===== src/rtl/rob_pkg.sv =====
// rtl/rob_pkg.sv - shared ROB constants, CDB packet and ROB entry structs
package rob_pkg;

    localparam int TAG_W = 4;
    localparam int DEPTH = 1 << TAG_W;

    // Result broadcast from the common data bus
    typedef struct packed {
        logic             cdb_valid;
        logic [TAG_W-1:0] cdb_rob_tag;
        logic [31:0]      cdb_data;
        logic [31:0]      cdb_store_data;
    } cdb_packed_s;

    // One reorder-buffer slot
    typedef struct packed {
        logic        valid;
        logic        done;
        logic [4:0]  rd;
        logic        is_store;
        logic        is_branch;
        logic [31:0] data;
        logic [31:0] store_data;
    } rob_entry_s;

endpackage


===== src/rtl/rob.sv =====
// rtl/rob.sv - reorder buffer with in-order commit and taken-branch flush
module rob
    import rob_pkg::*;
#(
    parameter int DEPTH = rob_pkg::DEPTH,
    parameter int TAG_W = rob_pkg::TAG_W
) (
    input  logic              clk_i,
    input  logic              reset_i,
    input  logic              dispatch_valid_i,
    input  logic [4:0]        dispatch_rd_i,
    input  logic              dispatch_is_store_i,
    input  logic              dispatch_is_branch_i,
    output logic              dispatch_ready_o,
    output logic [TAG_W-1:0]  dispatch_tag_o,
    input  cdb_packed_s       packed_cdb_packet,
    output logic              commit_valid_o,
    input  logic              commit_ready_i,
    output logic [TAG_W-1:0]  commit_tag_o,
    output logic [4:0]        commit_rd_o,
    output logic [31:0]       commit_data_o,
    output logic [31:0]       commit_store_data_o,
    output logic              commit_is_store_o,
    output logic              flush_o
);

    rob_entry_s       r_entries [DEPTH];
    logic [TAG_W-1:0] r_head;
    logic [TAG_W-1:0] r_tail;
    logic [TAG_W:0]   r_count;
    logic             r_flush;

    rob_entry_s       w_head;
    logic             w_dispatch;
    logic             w_commit;
    logic             w_taken;
    logic             w_cdb_hit;

    assign w_head           = r_entries[r_head];
    assign dispatch_ready_o = (r_count != (TAG_W+1)'(DEPTH)) && !r_flush;
    assign dispatch_tag_o   = r_tail;
    assign commit_valid_o   = w_head.valid && w_head.done && !r_flush;
    assign commit_tag_o        = r_head;
    assign commit_rd_o         = w_head.rd;
    assign commit_data_o       = w_head.data;
    assign commit_store_data_o = w_head.store_data;
    assign commit_is_store_o   = w_head.is_store;
    assign flush_o             = r_flush;

    assign w_dispatch = dispatch_valid_i && dispatch_ready_o;
    assign w_commit   = commit_valid_o && commit_ready_i;
    // Branches are predicted not-taken, so a retiring branch whose result bit 0 is set was mispredicted
    assign w_taken    = w_commit && w_head.is_branch && w_head.data[0];
    // Results for slots that are not allocated are stale broadcasts and must be dropped
    assign w_cdb_hit  = packed_cdb_packet.cdb_valid && r_entries[packed_cdb_packet.cdb_rob_tag].valid;

    // Entry array, pointers, occupancy and the one-cycle flush flag
    always_ff @(posedge clk_i) begin
        if (reset_i) begin
            for (int i = 0; i < DEPTH; i++) begin
                r_entries[i] <= '0;
            end
            r_head  <= '0;
            r_tail  <= '0;
            r_count <= '0;
            r_flush <= 1'b0;
        end else if (r_flush) begin
            // Squash cycle: every in-flight entry is younger than the mispredicted branch
            for (int i = 0; i < DEPTH; i++) begin
                r_entries[i] <= '0;
            end
            r_head  <= '0;
            r_tail  <= '0;
            r_count <= '0;
            r_flush <= 1'b0;
        end else begin
            if (w_cdb_hit) begin
                r_entries[packed_cdb_packet.cdb_rob_tag].done       <= 1'b1;
                r_entries[packed_cdb_packet.cdb_rob_tag].data       <= packed_cdb_packet.cdb_data;
                r_entries[packed_cdb_packet.cdb_rob_tag].store_data <= packed_cdb_packet.cdb_store_data;
            end
            if (w_dispatch) begin
                r_entries[r_tail] <= '{valid: 1'b1, done: 1'b0, rd: dispatch_rd_i,
                                       is_store: dispatch_is_store_i,
                                       is_branch: dispatch_is_branch_i,
                                       data: 32'd0, store_data: 32'd0};
                r_tail <= r_tail + 1'b1;
            end
            // Placed after the CDB update so retiring wins over a late rebroadcast to the head
            if (w_commit) begin
                r_entries[r_head].valid <= 1'b0;
                r_head <= r_head + 1'b1;
            end
            if (w_dispatch && !w_commit) begin
                r_count <= r_count + 1'b1;
            end else if (w_commit && !w_dispatch) begin
                r_count <= r_count - 1'b1;
            end
            r_flush <= w_taken;
        end
    end

endmodule


===== config.mk =====
export PLATFORM = sky130hd
export DESIGN_NAME = rob
export DESIGN_NICKNAME = d
export VERILOG_FILES = /design/src/rtl/rob_pkg.sv /design/src/rtl/rob.sv
export SDC_FILE = /design/constraint.sdc
export NUM_CORES = 2
export LEC_CHECK = 0
export ABC_CLOCK_PERIOD_IN_PS = 2800
export CORE_ASPECT_RATIO = 0.6
export CORE_MARGIN = 2
export CORE_UTILIZATION = 55
export CTS_CLUSTER_SIZE = 25
export DETAILED_ROUTE_END_ITERATION = 8
export GPL_ROUTABILITY_DRIVEN = 0
export PLACE_DENSITY = 0.76
export SETUP_SLACK_MARGIN = 0.05
export SYNTH_ARGS = -nofsm -noshare
export SYNTH_HDL_FRONTEND = slang
export SYNTH_SLANG_ARGS = --single-unit

===== constraint.sdc =====
create_clock -name clk_i -period 2.8 [get_ports clk_i]
set_input_delay 0.7 -clock clk_i [delete_from_list [all_inputs] [get_ports clk_i]]
set_output_delay 0.7 -clock clk_i [all_outputs]
set_load 0.01 [all_outputs]

# Yosys cells after proc, flatten, opt, wreduce, memory -nomap -nowiden
# Memories as Yosys holds them, arrays and structs flattened. A register that Yosys moved wholly into a read port is not among the register bits.
# Index checks and enable logic that the tools add are counted.
[word_totals]
reg_bits = 14
latch_bits = 0
mem_bits_rw = 1168
rom_bits = 0
in_bits = 80
output_inout_bits = 81
wordCells = 90
mem_count = 1
[classes]
add_sub_neg = 4
mul = 0
n_div = 0
magnitude_cmp = 0
n_eq_ne = 1
shift = 0
muxes = 46
bitwise_logic = 16
reduce_logical = 18
[mem_list]
columns = ["name", "words", "width", "rd", "rd_ports_with_merged_regs", "wr", "line_no", "rtl"]
rows = [
  ["r_entries", 16, 73, 2, 1, 16, "rob.sv:27", "rob_entry_s r_entries [DEPTH];"],
]
[ops]
columns = ["op", "count"]
rows = [
  ["$mux 73", 19],
  ["$reduce_or 73->1", 3],
  ["$mux 4", 5],
  ["$mux 1", 18],
  ["$or 1x1->1", 16],
  ["$logic_and 1x1->1", 10],
  ["$mux 5", 2],
  ["$add 4x1->4 const B", 2],
  ["$add 5x1->5 const B", 1],
  ["$ne 5x5->1 const B", 1],
  ["$sub 5x1->5 const B", 1],
  ["$mux 2", 2],
  ["$logic_not 1->1", 3],
  ["$reduce_bool 2->1", 1],
  ["$reduce_or 2->1", 1],
]

# Depth between registers and ports, before layout
[logic_depth]
word_depth = 9
depth_mapped = 16
depth_no_buf = 14

# Least setup slack after synthesis
# Ideal clock, no wire load.
[synth_path]
path_kind = "register -> register"
startpoint = "reg with a tool-made name"
endpoint = "reg r_count[4]"
arrival_ps = 2850
setup_slack_ps = -120
path_stages_with_launch = 16
path_buffers = 2
path_cell_list = "dfxtp_1 buf_4 buf_4 nand4_1 nand4b_1 o22ai_1 nor4_4 inv_1 ha_1 inv_1 ha_1 a21o_1 a21oi_1 xnor2_1 or3_1 a21oi_1"
[synth_lines]
columns = ["item", "line_no", "rtl"]
rows = [
  ["end signal: assignment", "rob.sv:95", "r_count <= r_count + 1'b1;"],
  ["end signal: assignment", "rob.sv:97", "r_count <= r_count - 1'b1;"],
  ["end: declaration", "rob.sv:30", "logic [TAG_W:0] r_count;"],
]

==> results.toml <==
[setup_path]
cp-end-kind = "output port"
path_max_fanout = 8
start_kind = "register"
reg2reg_to = "r_count[4]"
cp.arrival_ps = 2890
r2r_cells = 18
crit_type = "reg -> out"
cp.required_ps = 2100
regToRegSetupSlack_ps = -320

[clocking]
cts_tree = "done"
cts_root_buf = "clkbuf_16"
htree_num_levels = 3
clockBufferDepth = 3
postCtsHoldBufs = 0
path_clk_slew_ps = 70
numCtsBuffers = 101
cts.sinks = 1186
clock_latency_ps = 710

[power]
ir_drop_mv = 0.5701
p_per_area_nw_per_um2 = 585.9
p_total_uw = 33840
p_leak_uw = 0.02133

[synthesis]
synth_flop_cell = "dfxtp_1"
yosys.area.top_type = "dfxtp_1"
synth_seq_cells = 1186
synth_top_area_share_pct = 45.25
synth_common_cells = "dfxtp_1 (1074), a22o_1 (826), mux4_2 (359), a21oi_1 (244)"
post-synth-top-count-cell = "dfxtp_1"
async_flop_share_pct = 0
synthCells = 3841
ys_types = 52
synth-edff-count = 112
yosysWarningCount = 0
syn_area_per_cell_um2 = 12.37
syn-cell-area_um2 = 47510
synth_area_leaders = "dfxtp_1 (45%), mux4_2 (17%), a22o_1 (15%)"
syn-num-nets = 3934
yosysSeqAreaShare_pct = 52.33

[placed_design]
post_dp_cell_area_um2 = 52490
hpwl_mm = 89.89
dp.cells = 4953
port_buffers = 160

[timing]
hold_viol = 0
skew_ps = 20.17
min_period_ps = 3588
final_max_slew_viol_count = 0
period_share_pct = 128.1
max_slew_margin_pct = 25.82
hold_ws_ps = 462.0
rsz0062_at_grt = "true"
worst_pin_slew_ps = 1103
fmax_mhz = 278.7
final-setup-viol-count = 74
fin_ws_ps = -787.5

[hold_path]
holdPathEnd = "r_entries[6][71]"
hold_start = "r_entries[6][71]"
hp-class = "reg -> reg"
min_path_cells = 1

[drt]
wl_met1_mm = 61.75
drc = 0
route.met2.wl_mm = 66.86
avgRoutedWirePerCell_um = 29.54
num_vias = 36718
routed_wl_mm = 154.8
first_pass_iters = 6
wl_met3_mm = 20.61
top_layer = "met5"
via_per_inst = 7.009
ant_nets = 0
drt-initial-drc-count = 5527

[job]
drv_cap = 0

[floorplan]
fp.dieH_um = 231.7
io_pins = 161
start_util_pct = 55.52
die_w_um = 383.4
dieArea_um2 = 88830
num_rows = 83
fp.coreArea_um2 = 85570

[grt]
grt_pass1_vias = 35867
antenna_found_initial = 12
gr-usage-all-layers_pct = 34.27
grt_max_degree = 136
overflow = 0
grt_first_pass_wirelength_mm = 231.4

[finish]
final_core_util_pct = 67.50
fin_area_um2 = 57760
nets = 4094
fillers = 5837
drive_above_1_share_pct = 26.21
final_cells = 5239
syn_to_final_growth_pct = 21.57
multi_input_area_um2 = 20730
seqCellArea_um2 = 24880

[outcome]
outcome = "finished, violations left"
violations = "setup timing"
## where the power goes
group / internal, uW / switching (uW) / total [uW]
Combinational: 657 / 1180 / 1840
Clock: 8070 / 6630 / 14700
Sequential: 17200 / 75.7 / 17300
Total: 26000 / 7890 / 33800
## worst max-delay path by stage
stage	start	endpoint	slack, ps	cells after the start
global placement	commit_ready_i	r_count[4]	-370	12
global route	register	commit_store_data_o[18]	-800	7
floorplan	commit_ready_i	r_count[4]	60	11
detailed placement	commit_ready_i	r_count[4]	-330	13
finish	register	commit_data_o[19]	-790	6
CTS	register	commit_store_data_o[4]	-820	7
## layout by cell type (no fill, tap or decap), drive strengths merged, types with 2 or more instances in the layout
cell,Yosys,routed
a21o,14,14
a21oi,248,248
a22o,826,826
a31oi,2,2
and2,96,96
and3,24,24
buf,306,447
bufinv,0,6
clkbuf,181,156
clkdlybuf4s50,0,88
clkinv,0,25
clkinvlp,0,4
dfxtp,1074,1074
diode,0,6
edfxtp,112,112
ha,12,12
inv,20,24
mux4,359,359
nand2,214,214
nand2b,7,7
nand3,215,215
nand3b,8,8
nand4,4,4
nand4b,4,4
nor2,62,62
nor2b,6,6
nor3,13,13
nor4,6,6
o21ai,7,7
o22ai,2,2
or2,2,2
or3,2,2
xnor2,4,4
xor2,4,4
## worst max-delay path: stages, from the launching register on
cell	delay, ps
dfxtp_4	430
buf_12	180
buf_12	160
buf_16	150
mux4_2	520
mux4_2	540
buf_6	150
## routing by layer
layer | GRT usage (%) | up-vias
met5 | 0 | -
met4 | 12.54 | 14
met3 | 10.32 | 434
met2 | 49.50 | 2845
met1 | 48.75 | 18419
li1 | - | 15006
## timing repair
action,4_1_cts,5_1_grt
gates cloned,21,5
gates resized for setup,440,56
buffers inserted,53,25
pin swaps,8,10
setup endpoints to repair,74,79
## state kept, by name, summed over array words and instances, names as in the netlist, named ones only
name and count:
dispatch_tag_o 4, r_count 5, flush_o 1, r_entries 1168, commit_tag_o 4
## cell families after synthesis
logic type	share of synthesized area [%]
mux	17.04
flops	52.33
compound gates	18.38
xor+xnor	0.1475
simple gates	7.018
fa+ha+maj	0.3582
buf+inv	4.725
## metrics by stage
| step | setup slack [ps] | setup TNS (ps) |
|---|---|---|
| detailed placement | -333.8 | -216650 |
| floorplan | 61.11 | 0 |
| global placement | -368.4 | -201680 |
| CTS | -815.9 | -51950 |
| finish | -787.5 | -49280 |
| global route | -800.6 | -52490 |
## area by class of cell
type,instances,share of cell area [%]
clock buffers,149,5.216
well taps,1147,2.485
clock inverters,39,0.7560
multi-input cells,2148,35.90
repair buffers,544,12.41
flip-flops and latches,1186,43.08
inverters,20,0.1343
diodes,6,0.02600
(Power assumes the default switching activity.)
